[src/rtl/tdm_pkg.sv]
// Shared types and constants for the TDM demultiplexer.
package tdm_pkg;

    // Frame-sync FSM states
    typedef enum logic {
        IDLE = 1'b0,
        RUN  = 1'b1
    } state_t;

    localparam int unsigned NCH_DEF = 4;
    localparam int unsigned DW_DEF  = 8;

    // Channel counter width for a given channel count
    function automatic int unsigned cnt_w(input int unsigned nch);
        return $clog2(nch);
    endfunction

endpackage

[src/rtl/tdm_par_chk.sv]
// Even-parity checker: flags a mismatch between the word parity and par_i.
module tdm_par_chk #(
    parameter int unsigned DW = 8
) (
    input  logic [DW-1:0] data_i,
    input  logic          par_i,
    output logic          err_c
);

    // Combinational parity compare
    assign err_c = (^data_i) ^ par_i;

endmodule

[src/rtl/tdm_demux.sv]
// Time-division demultiplexer: collects NCH channel words per frame into a
// shadow bank and publishes complete frames to a registered output bank.
// Optional feature macro: TDM_DEMUX_PARITY_EN (adds in_par and parity check).
module tdm_demux
    import tdm_pkg::*;
#(
    parameter int unsigned NCH = NCH_DEF,
    parameter int unsigned DW  = DW_DEF
) (
    input  logic                   clk,
    input  logic                   rst,
    input  logic [DW-1:0]          in_data,
    input  logic                   in_valid,
    input  logic                   in_sof,
`ifdef TDM_DEMUX_PARITY_EN
    input  logic                   in_par,
`endif
    output logic [NCH*DW-1:0]      out_data,
    output logic                   out_valid,
    output logic                   frame_err,
    output logic [cnt_w(NCH)-1:0]  ch_idx
);

    localparam int unsigned   CW   = cnt_w(NCH);
    localparam logic [CW-1:0] LAST = CW'(NCH - 1);

    state_t                state_q, state_d;
    logic [CW-1:0]         cnt_q, cnt_d;
    logic [DW-1:0]         shadow_q [NCH];
    logic [DW-1:0]         shadow_d [NCH];
    logic [NCH*DW-1:0]     out_data_q, out_data_d;
    logic                  out_valid_q, out_valid_d;
    logic                  frame_err_q, frame_err_d;
    logic                  par_err;

`ifdef TDM_DEMUX_PARITY_EN
    logic par_chk_err;

    tdm_par_chk #(
        .DW (DW)
    ) u_par_chk (
        .data_i (in_data),
        .par_i  (in_par),
        .err_c  (par_chk_err)
    );

    assign par_err = in_valid & par_chk_err;
`else
    assign par_err = 1'b0;
`endif

    // State and datapath registers
    always_ff @(posedge clk or posedge rst) begin
        if (rst) begin
            state_q     <= IDLE;
            cnt_q       <= '0;
            out_data_q  <= '0;
            out_valid_q <= 1'b0;
            frame_err_q <= 1'b0;
            for (int unsigned k = 0; k < NCH; k++) begin
                shadow_q[k] <= '0;
            end
        end else begin
            state_q     <= state_d;
            cnt_q       <= cnt_d;
            out_data_q  <= out_data_d;
            out_valid_q <= out_valid_d;
            frame_err_q <= frame_err_d;
            for (int unsigned k = 0; k < NCH; k++) begin
                shadow_q[k] <= shadow_d[k];
            end
        end
    end

    // Next-state: SOF opens a frame, last channel or parity error closes it
    always_comb begin
        state_d = state_q;
        if (in_valid) begin
            if (par_err) begin
                state_d = IDLE;
            end else begin
                unique case (state_q)
                    IDLE: if (in_sof) state_d = RUN;
                    RUN:  if (!in_sof && (cnt_q == LAST)) state_d = IDLE;
                    default: state_d = IDLE;
                endcase
            end
        end
    end

    // Datapath: shadow writes, frame publish, counter and pulse generation
    always_comb begin
        cnt_d       = cnt_q;
        out_data_d  = out_data_q;
        out_valid_d = 1'b0;
        frame_err_d = 1'b0;
        for (int unsigned k = 0; k < NCH; k++) begin
            shadow_d[k] = shadow_q[k];
        end

        if (in_valid) begin
            if (par_err) begin
                frame_err_d = 1'b1;
                cnt_d       = '0;
            end else if (in_sof) begin
                // SOF in RUN is premature: flag it and restart at channel 0
                frame_err_d = (state_q == RUN);
                shadow_d[0] = in_data;
                cnt_d       = CW'(1);
            end else if (state_q == IDLE) begin
                frame_err_d = 1'b1;
            end else begin
                shadow_d[cnt_q] = in_data;
                if (cnt_q == LAST) begin
                    for (int unsigned k = 0; k < NCH; k++) begin
                        out_data_d[k*DW +: DW] = shadow_d[k];
                    end
                    out_valid_d = 1'b1;
                    cnt_d       = '0;
                end else begin
                    cnt_d = cnt_q + CW'(1);
                end
            end
        end
    end

    assign out_data  = out_data_q;
    assign out_valid = out_valid_q;
    assign frame_err = frame_err_q;
    assign ch_idx    = cnt_q;

endmodule

[config.mk]
export PLATFORM = sky130hd
export DESIGN_NAME = tdm_demux
export DESIGN_NICKNAME = d
export VERILOG_FILES = /design/src/rtl/tdm_pkg.sv /design/src/rtl/tdm_par_chk.sv /design/src/rtl/tdm_demux.sv
export SDC_FILE = /design/constraint.sdc
export NUM_CORES = 1
export LEC_CHECK = 0
export ABC_AREA = 1
export CORE_MARGIN = 1
export CORE_UTILIZATION = 45
export DETAILED_ROUTE_END_ITERATION = 10
export PLACE_DENSITY = 0.81
export SLEW_MARGIN = 5
export SYNTH_ARGS = -nofsm -noshare
export SYNTH_HDL_FRONTEND = slang
export SYNTH_SLANG_ARGS = --single-unit
[constraint.sdc]
create_clock -name clk -period 2.5 [get_ports clk]
set_input_delay 0.5 -clock clk [delete_from_list [all_inputs] [get_ports clk]]
set_output_delay 0.5 -clock clk [all_outputs]
set_load 0.01 [all_outputs]
==> flow_results.xml, run 1 <==
<?xml version="1.0" encoding="UTF-8"?>
<metrics>
  <group name="power">
    <metric name="sequentialPowerShare" unit="%">40.4</metric>
    <metric name="netSwitchingPower" unit="W">0.00129</metric>
    <metric name="cellInternalPower" unit="W">0.00255</metric>
    <metric name="power_density_normalized_to_cell_area" unit="mW/mm^2">1080</metric>
    <metric name="switching_share" unit="%">33.7</metric>
    <metric name="vdd.ir_drop.worst" unit="V">0.000527</metric>
    <metric name="p_clk_share" unit="%">23.2</metric>
    <metric name="comb_power_share" unit="%">36.3</metric>
    <metric name="p_leak" unit="nW">1.83</metric>
  </group>
  <group name="sta">
    <metric name="max_freq" unit="MHz">535</metric>
    <metric name="final_hold_viol_count" unit="">0</metric>
    <metric name="timing.hold.ws" unit="ns">0.468</metric>
    <metric name="maxSlewHeadroom" unit="%">66.7</metric>
    <metric name="clock_period_minus_worst_slack" unit="ns">1.87</metric>
    <metric name="finalClockSkew" unit="ns">0.00457</metric>
    <metric name="slew_viol_final" unit="">0</metric>
    <metric name="rsz0062_at_grt" unit="">no</metric>
    <metric name="timing.final.crit_share" unit="%">74.7</metric>
    <metric name="setup_violations" unit="">0</metric>
    <metric name="finalSetupTns" unit="ns">0</metric>
    <metric name="worst_margin_slew" unit="ns">0.499</metric>
    <metric name="setup_slack" unit="ns">0.632</metric>
  </group>
  <group name="clock_network">
    <metric name="cts.repair.resized" unit="">0</metric>
    <metric name="post-cts-setup-buffer-count" unit="">0</metric>
    <metric name="clk_pin_slew_worst_paths" unit="ns">0.06</metric>
    <metric name="clkLatencyLatePin" unit="ns">0.34</metric>
    <metric name="tritoncts_clock_tree" unit="">done</metric>
    <metric name="number_of_clock_sinks_seen_by_cts" unit="">61</metric>
    <metric name="ctsRootBufferMaster" unit="">sky130_fd_sc_hd__clkbuf_8</metric>
    <metric name="holdBufCountCts" unit="">0</metric>
    <metric name="max-clock-path-buffers" unit="">2</metric>
    <metric name="cts_htree_levels" unit="">3</metric>
    <metric name="numCtsBuffers" unit="">9</metric>
  </group>
  <group name="placement">
    <metric name="placed_cells_incl_taps" unit="">467</metric>
    <metric name="io_buffers" unit="">47</metric>
    <metric name="globalplace.congestion" unit="">0.833</metric>
    <metric name="hpwlAfterDp" unit="um">4130</metric>
    <metric name="preCtsSetupSlack" unit="ns">0.294</metric>
  </group>
  <group name="drt">
    <metric name="post-route-drc-count" unit="">0</metric>
    <metric name="initialDrtViolationCount" unit="">195</metric>
    <metric name="detail_route.wirelength" unit="um">6170</metric>
    <metric name="dr_total_vias" unit="">2329</metric>
    <metric name="number_of_search_and_repair_iterations_in_the_first_detailed_routing_pass" unit="">5</metric>
    <metric name="detail_route.vias_per_cell" unit="">4.84</metric>
    <metric name="wire_per_inst" unit="um">12.8</metric>
    <metric name="ant_nets" unit="">0</metric>
  </group>
  <group name="die">
    <metric name="die_height" unit="um">81.8</metric>
    <metric name="dieArea" unit="mm^2">0.00669</metric>
    <metric name="num_io_pins" unit="">48</metric>
    <metric name="std_cell_rows" unit="">28</metric>
    <metric name="floorplan.initialDensity" unit="%">47.6</metric>
    <metric name="core_area" unit="mm^2">0.00603</metric>
    <metric name="horiz_die_dim" unit="um">81.8</metric>
  </group>
  <group name="worst_setup_path">
    <metric name="critical_path.endpoint_type" unit="">register</metric>
    <metric name="arrival" unit="ns">2.07</metric>
    <metric name="worstSetupPathType" unit="">in2reg</metric>
    <metric name="cell_depth_of_the_worst_setup_path" unit="">7</metric>
    <metric name="timing.critical_path.required" unit="ns">2.70</metric>
    <metric name="worst_path_most_repeated_cell" unit="">sky130_fd_sc_hd__inv_1</metric>
    <metric name="timing.critical_path.slowest_cell_delay" unit="ns">0.60</metric>
    <metric name="worst_path_max_delay_cell" unit="">sky130_fd_sc_hd__clkdlybuf4s50_1</metric>
    <metric name="critical_path.max_fanout" unit="">12</metric>
    <metric name="crit_path_cell_trace" unit="">clkdlybuf4s50_1 -&gt; inv_8 -&gt; ha_1 -&gt; inv_1 -&gt; nand2_1 -&gt; inv_1 -&gt; o21ai_0</metric>
    <metric name="cp_top_family" unit="">buffers and inverters</metric>
    <metric name="r2r.worst_path.cells" unit="">6</metric>
    <metric name="total_buffers_and_inverters_traversed_by_the_critical_path" unit="">4</metric>
    <metric name="worstSetupStartpointType" unit="">input port</metric>
  </group>
  <group name="logic_synthesis">
    <metric name="synthMuxAreaShare" unit="%">0</metric>
    <metric name="top_ff_cell_synth" unit="">sky130_fd_sc_hd__dfrtp_1</metric>
    <metric name="count_of_flip_flops_with_a_built_in_enable_after_synthesis" unit="">0</metric>
    <metric name="synth_cell_type_count" unit="">16</metric>
    <metric name="synthAdderAreaFrac" unit="%">2.62</metric>
    <metric name="post_synth_and_or_nand_nor_area_fraction" unit="%">27.1</metric>
    <metric name="post_synth_net_total" unit="">373</metric>
    <metric name="synthXorXnorAreaFrac" unit="%">0</metric>
    <metric name="yosys_warnings" unit="">0</metric>
    <metric name="ys_async_sr_fraction" unit="%">100</metric>
    <metric name="synth_sequential_area_ratio" unit="%">53.3</metric>
    <metric name="postSynthRegisterBits" unit="">61</metric>
    <metric name="syn_inst" unit="">355</metric>
    <metric name="synth_top_family_by_area" unit="">simple AND/OR/NAND/NOR gates</metric>
    <metric name="syn-cell-area" unit="mm^2">0.00287</metric>
    <metric name="syn_area_per_cell" unit="um^2">8.07</metric>
    <metric name="synth_compound_gate_area_share" unit="%">7.68</metric>
  </group>
  <group name="finish">
    <metric name="finish.net_count" unit="">421</metric>
    <metric name="layout-drive-gt1-share" unit="%">5.91</metric>
    <metric name="insertedDiodeCount" unit="">0</metric>
    <metric name="fin_cells" unit="">481</metric>
    <metric name="area_growth" unit="%">24.1</metric>
  </group>
  <group name="worst_hold_path">
    <metric name="min_path_cells" unit="">2</metric>
    <metric name="holdCritPathClass" unit="">reg2reg</metric>
  </group>
  <group name="global_routing">
    <metric name="grt-ovfl-total" unit="">0</metric>
    <metric name="grt_start_max_net_pins" unit="">40</metric>
    <metric name="wire_length_of_the_first_global_routing_pass" unit="um">10500</metric>
    <metric name="total_track_usage" unit="%">21.7</metric>
    <metric name="grt_pass1_vias" unit="">2250</metric>
    <metric name="antenna_found_initial" unit="">0</metric>
  </group>
  <group name="job">
    <metric name="drv.max_cap_violation_count" unit="">0</metric>
  </group>
  <group name="outcome">
    <metric name="status" unit="">complete, no violations</metric>
  </group>
</metrics>
## through the flow
stage	area, um^2	utilization (%)	total power, W
after floorplan	2870	-	0.00235
after global placement	3360	55.7	0.00291
after detailed placement	3360	55.7	0.00297
after CTS	3560	59.0	0.00388
after global routing	3560	59.0	0.00414
final	3560	59.0	0.00385
## flip-flops by register name (all words and copies together), names as in the netlist
| register | cells |
|---|---|
| frame_err | 1 |
| out_valid | 1 |
| out_data | 32 |
| shadow_q | 24 |
| ch_idx | 2 |
| state_q | 1 |
## synthesized netlist by cell type, types with 2 or more instances
cell / count / share of area, %
sky130_fd_sc_hd__a21oi_1: 8 / 1.4
sky130_fd_sc_hd__buf_2: 3 / 0.52
sky130_fd_sc_hd__buf_4: 3 / 0.79
sky130_fd_sc_hd__buf_6: 8 / 3.1
sky130_fd_sc_hd__dfrtp_1: 61 / 53
sky130_fd_sc_hd__ha_1: 6 / 2.6
sky130_fd_sc_hd__inv_1: 34 / 4.5
sky130_fd_sc_hd__nand2_1: 172 / 23
sky130_fd_sc_hd__nand2_4: 2 / 0.79
sky130_fd_sc_hd__nor2_1: 17 / 2.2
sky130_fd_sc_hd__o21ai_0: 36 / 6.3
## logic make-up after synthesis
logic type	Yosys count
flip-flops	61
buffers and inverters	49
AND/OR/NAND/NOR	195
adder cells (fa/ha/maj)	6
AO/OA/AOI/OAI	44
## cell usage in the layout (no fill, tap or decap)
| cell | instances |
|---|---|
| sky130_fd_sc_hd__a21oi_1 | 8 |
| sky130_fd_sc_hd__buf_12 | 2 |
| sky130_fd_sc_hd__buf_4 | 2 |
| sky130_fd_sc_hd__bufinv_16 | 1 |
| sky130_fd_sc_hd__clkbuf_1 | 1 |
| sky130_fd_sc_hd__clkbuf_8 | 12 |
| sky130_fd_sc_hd__clkdlybuf4s50_1 | 47 |
| sky130_fd_sc_hd__dfrtp_1 | 61 |
| sky130_fd_sc_hd__ha_1 | 6 |
| sky130_fd_sc_hd__inv_1 | 33 |
| sky130_fd_sc_hd__inv_2 | 1 |
| sky130_fd_sc_hd__inv_8 | 1 |
| sky130_fd_sc_hd__nand2_1 | 172 |
| sky130_fd_sc_hd__nand2_4 | 2 |
| sky130_fd_sc_hd__nand3_1 | 1 |
| sky130_fd_sc_hd__nand3_2 | 1 |
| sky130_fd_sc_hd__nor2_1 | 17 |
| sky130_fd_sc_hd__nor2_4 | 1 |
| sky130_fd_sc_hd__nor2_8 | 1 |
| sky130_fd_sc_hd__o21ai_0 | 36 |
## power by group through the flow
stage	registers, W	logic [W]	clock network [W]
detailed placement	0.00157	0.00140	0
global placement	0.00156	0.00135	0
floorplan	0.00165	0.000699	0
global route	0.00160	0.00159	0.000950
finish	0.00156	0.00140	0.000893
CTS	0.00156	0.00141	0.000909
## layer usage
| layer | vias up | global-route usage, % | part of all wire [%] |
|---|---|---|---|
| met5 | - | 0 | 0 |
| met4 | 0 | 13.9 | 1.8 |
| met3 | 10 | 4.00 | 5.6 |
| met2 | 59 | 32.8 | 46 |
| met1 | 1087 | 28.5 | 46 |
| li1 | 1173 | - | - |
## cell type report
type / instances / area, um^2
Timing Repair Buffer: 51 / 526
Clock buffer: 13 / 169
Clock inverter: 1 / 30.0
Inverter: 35 / 139
Multi-Input combinational cell: 245 / 1070
Sequential cell: 61 / 1530
Tap cell: 75 / 93.8
Fill cell: 533 / 2470
## worst paths after layout
check,start,to,slack (ns)
setup / recovery,in_sof,ch_idx[0]$_DFFE_PP0P_,0.63
hold / removal,out_data[12]$_DFFE_PP0P_,out_data[12]$_DFFE_PP0P_,0.47
setup reg to reg,ch_idx[0]$_DFFE_PP0P_,out_data[7]$_DFFE_PP0P_,0.84
hold reg to reg,out_data[12]$_DFFE_PP0P_,out_data[12]$_DFFE_PP0P_,0.47
max in group asynchronous,rst,out_data[31]$_DFFE_PP0P_,1.42
min in group asynchronous,rst,out_data[3]$_DFFE_PP0P_,0.51
## worst min-delay path: stages (launching register included)
cell                      delay, ns
sky130_fd_sc_hd__dfrtp_1       0.34
sky130_fd_sc_hd__nand2_1       0.05
sky130_fd_sc_hd__nand2_1       0.05
Note: power is estimated with default switching activity, not from simulation.
==> run 2: changes to the inputs <==
Settings changed: PLACE_DENSITY 0.81 to 0.84.
Clock period 2.5 ns to 1.64 ns, I/O delays scaled along.
==> run 2 against run 1 <==
Global-route usage up 0.14 points. Hold slack got worse by 0.063 ns. Routed wire length hardly changed. Largest cell class unchanged. Combinational power up 58%. Register-to-register slack lost 0.61 ns. Sequential power grew 52%. Core utilization up 1.2 points. Final cell count up 1.7%. Die area unchanged. Sequential share of layout area is 0.89 points lower. Setup slack got worse by 0.58 ns. First-iteration DRC count is 17% higher.
==> flow_results.xml, run 2 (synthesis gave the netlist of run 1 again) <==
<?xml version="1.0" encoding="UTF-8"?>
<metrics>
  <group name="outcome">
    <metric name="status" unit="">complete, no violations</metric>
  </group>
  <group name="sta">
    <metric name="setup_slack" unit="ns">0.0549</metric>
    <metric name="setup_violations" unit="">0</metric>
    <metric name="timing.final.crit_share" unit="%">96.7</metric>
    <metric name="clock_period_minus_worst_slack" unit="ns">1.59</metric>
    <metric name="maxSlewHeadroom" unit="%">75.9</metric>
    <metric name="rsz0062_at_grt" unit="">no</metric>
    <metric name="slew_viol_final" unit="">0</metric>
    <metric name="final_hold_viol_count" unit="">0</metric>
    <metric name="worst_margin_slew" unit="ns">0.361</metric>
    <metric name="finalClockSkew" unit="ns">0.00648</metric>
    <metric name="max_freq" unit="MHz">631</metric>
  </group>
  <group name="die">
    <metric name="core_area" unit="mm^2">0.00603</metric>
    <metric name="num_io_pins" unit="">48</metric>
    <metric name="std_cell_rows" unit="">28</metric>
    <metric name="die_height" unit="um">81.8</metric>
    <metric name="dieArea" unit="mm^2">0.00669</metric>
    <metric name="horiz_die_dim" unit="um">81.8</metric>
    <metric name="floorplan.initialDensity" unit="%">47.6</metric>
  </group>
  <group name="clock_network">
    <metric name="clkLatencyLatePin" unit="ns">0.35</metric>
    <metric name="ctsRootBufferMaster" unit="">sky130_fd_sc_hd__clkbuf_8</metric>
    <metric name="number_of_clock_sinks_seen_by_cts" unit="">61</metric>
    <metric name="numCtsBuffers" unit="">9</metric>
    <metric name="tritoncts_clock_tree" unit="">done</metric>
    <metric name="cts_htree_levels" unit="">3</metric>
    <metric name="holdBufCountCts" unit="">0</metric>
    <metric name="post-cts-setup-buffer-count" unit="">0</metric>
    <metric name="clk_pin_slew_worst_paths" unit="ns">0.06</metric>
    <metric name="max-clock-path-buffers" unit="">2</metric>
  </group>
  <group name="power">
    <metric name="power_density_normalized_to_cell_area" unit="mW/mm^2">1590</metric>
    <metric name="p_clk_share" unit="%">20.8</metric>
    <metric name="p_leak" unit="nW">1.87</metric>
    <metric name="switching_share" unit="%">34.8</metric>
    <metric name="cellInternalPower" unit="W">0.00377</metric>
    <metric name="netSwitchingPower" unit="W">0.00201</metric>
    <metric name="sequentialPowerShare" unit="%">40.9</metric>
    <metric name="comb_power_share" unit="%">38.3</metric>
    <metric name="vdd.ir_drop.worst" unit="V">0.000919</metric>
  </group>
  <group name="global_routing">
    <metric name="grt_use_met2" unit="%">36.1</metric>
    <metric name="met1_usage" unit="%">26.0</metric>
    <metric name="met3_usage" unit="%">5.33</metric>
    <metric name="busiest_layer" unit="">met2</metric>
    <metric name="grt_pass1_vias" unit="">2334</metric>
    <metric name="grt_start_max_net_pins" unit="">62</metric>
    <metric name="antenna_found_initial" unit="">0</metric>
    <metric name="total_track_usage" unit="%">21.8</metric>
    <metric name="wire_length_of_the_first_global_routing_pass" unit="um">10700</metric>
    <metric name="grt-ovfl-total" unit="">0</metric>
  </group>
  <group name="drt">
    <metric name="ant_nets" unit="">0</metric>
    <metric name="detail_route.vias_per_cell" unit="">4.89</metric>
    <metric name="dr_total_vias" unit="">2389</metric>
    <metric name="wire_per_inst" unit="um">12.6</metric>
    <metric name="number_of_search_and_repair_iterations_in_the_first_detailed_routing_pass" unit="">4</metric>
    <metric name="post-route-drc-count" unit="">0</metric>
    <metric name="detail_route.wirelength" unit="um">6170</metric>
    <metric name="initialDrtViolationCount" unit="">229</metric>
  </group>
  <group name="finish">
    <metric name="layout-drive-gt1-share" unit="%">7.73</metric>
    <metric name="largest_register_ff_count" unit="">32</metric>
    <metric name="area_growth" unit="%">26.7</metric>
    <metric name="finish.net_count" unit="">427</metric>
    <metric name="insertedDiodeCount" unit="">0</metric>
    <metric name="layout.cells.most_common_list" unit="">sky130_fd_sc_hd__nand2_1 (172), sky130_fd_sc_hd__dfrtp_1 (61), sky130_fd_sc_hd__clkdlybuf4s50_1 (45)</metric>
    <metric name="fin_cells" unit="">489</metric>
    <metric name="final_common_cell" unit="">sky130_fd_sc_hd__nand2_1</metric>
  </group>
  <group name="worst_setup_path">
    <metric name="worstSetupPathType" unit="">reg2out</metric>
    <metric name="reg2reg_setup_slack" unit="ns">0.23</metric>
    <metric name="crit-reg2reg-launch" unit="">ch_idx[0]$_DFFE_PP0P_</metric>
    <metric name="critical_path.max_fanout" unit="">2</metric>
    <metric name="worst_path_max_delay_cell" unit="">sky130_fd_sc_hd__clkdlybuf4s50_1</metric>
    <metric name="r2r_end" unit="">shadow_q[25]$_DFFE_PP0P_</metric>
    <metric name="timing.critical_path.slowest_cell_delay" unit="ns">0.54</metric>
    <metric name="worstSetupStartpointType" unit="">register</metric>
    <metric name="total_buffers_and_inverters_traversed_by_the_critical_path" unit="">1</metric>
    <metric name="r2r.worst_path.cells" unit="">7</metric>
    <metric name="arrival" unit="ns">1.26</metric>
    <metric name="critical_path.endpoint_type" unit="">output pin</metric>
    <metric name="timing.critical_path.required" unit="ns">1.31</metric>
    <metric name="crit_path_cell_trace" unit="">clkdlybuf4s50_1</metric>
    <metric name="cp_top_family" unit="">buffers and inverters</metric>
  </group>
  <group name="placement">
    <metric name="placed_cells_incl_taps" unit="">473</metric>
    <metric name="hpwlAfterDp" unit="um">4250</metric>
    <metric name="io_buffers" unit="">47</metric>
    <metric name="globalplace.congestion" unit="">0.802</metric>
    <metric name="preCtsSetupSlack" unit="ns">-0.224</metric>
  </group>
  <group name="worst_hold_path">
    <metric name="holdCritPathClass" unit="">in2async</metric>
  </group>
  <group name="job">
    <metric name="drv.max_cap_violation_count" unit="">0</metric>
  </group>
</metrics>
-- run 2: cell types whose count changed in the layout (fill, tap and decap cells not counted), sizes merged --
cell	before	now
clkbuf	13	12
bufinv	1	0
clkinvlp	0	2
clkdlybuf4s50	47	45
inv	35	34
clkinv	0	3
dlygate4sd2	0	2
buf	4	10
-- run 2: power by group through the flow --
stage          registers (W)  clock network, W  logic, W
2_1_floorplan        0.00251                 0   0.00107
3_3_place_gp         0.00238                 0   0.00214
3_5_place_dp         0.00239                 0   0.00223
4_1_cts              0.00237           0.00122   0.00223
5_1_grt              0.00243           0.00129   0.00249
6_report             0.00237           0.00120   0.00221
-- run 2: worst max path at each step --
stage | depth (start not counted) | from | endpoint | slack (ns)
3_3_place_gp | 8 | in_sof | ch_idx[1]$_DFFE_PP0P_ | -0.12
3_5_place_dp | 8 | in_sof | shadow_q[25]$_DFFE_PP0P_ | -0.22
5_1_grt | 1 | out_data[27]$_DFFE_PP0P_ | out_data[27] | 0.01
4_1_cts | 1 | out_data[8]$_DFFE_PP0P_ | out_data[8] | 0.05
2_1_floorplan | 6 | ch_idx[0]$_DFFE_PP0P_ | shadow_q[8]$_DFFE_PP0P_ | 0.29
6_report | 1 | out_data[8]$_DFFE_PP0P_ | out_data[8] | 0.05
-- run 2: repair_timing --
action / 4_1_cts / 5_1_grt
endpoints found under the hold margin: 0 / 0
endpoints found under the setup margin: 2 / 0
gates resized for setup: 2 / 0
-- run 2: layout make-up --
type | count | area, um^2
Clock buffer | 12 | 155
Fill cell | 524 | 2390
Inverter | 35 | 143
Multi-Input combinational cell | 245 | 1070
Clock inverter | 4 | 22.5
Timing Repair Buffer | 57 | 618
Sequential cell | 61 | 1530
Tap cell | 75 | 93.8
-- run 2: tightest hold or removal path, cell delays in order --
cell,delay [ns]
sky130_fd_sc_hd__clkdlybuf4s50_1,0.44
sky130_fd_sc_hd__clkinvlp_4,0.10
sky130_fd_sc_hd__buf_12,0.28
-- run 2: through the flow --
stage / cell area [um^2] / setup TNS, ns / utilization, % / hold WS, ns / power [W]
6_report: 3630 / 0 / 60.3 / 0.405 / 0.00578
2_1_floorplan: 2870 / 0 / - / 0.440 / 0.00358
3_5_place_dp: 3460 / -3.48 / 57.4 / 0.460 / 0.00462
4_1_cts: 3630 / 0 / 60.3 / 0.432 / 0.00582
3_3_place_gp: 3460 / -2.10 / 57.4 / 0.453 / 0.00451
5_1_grt: 3630 / 0 / 60.3 / 0.459 / 0.00622
-- run 2: per-layer routing --
layer | part of all wire (%) | up-vias | wire length, um
met1 | 42 | 1106 | 2620
met4 | 2.2 | 0 | 134
met2 | 49 | 87 | 3020
met5 | 0 | - | 0
li1 | - | 1185 | -
met3 | 6.5 | 11 | 402
==> run 3: changes to the inputs <==
Settings changed: ABC_CLOCK_PERIOD_IN_PS set to 1640, SLEW_MARGIN 5 to unset.
==> results of run 3 <==
No change in the layout: final DEF, timing and power equal those of run 2.
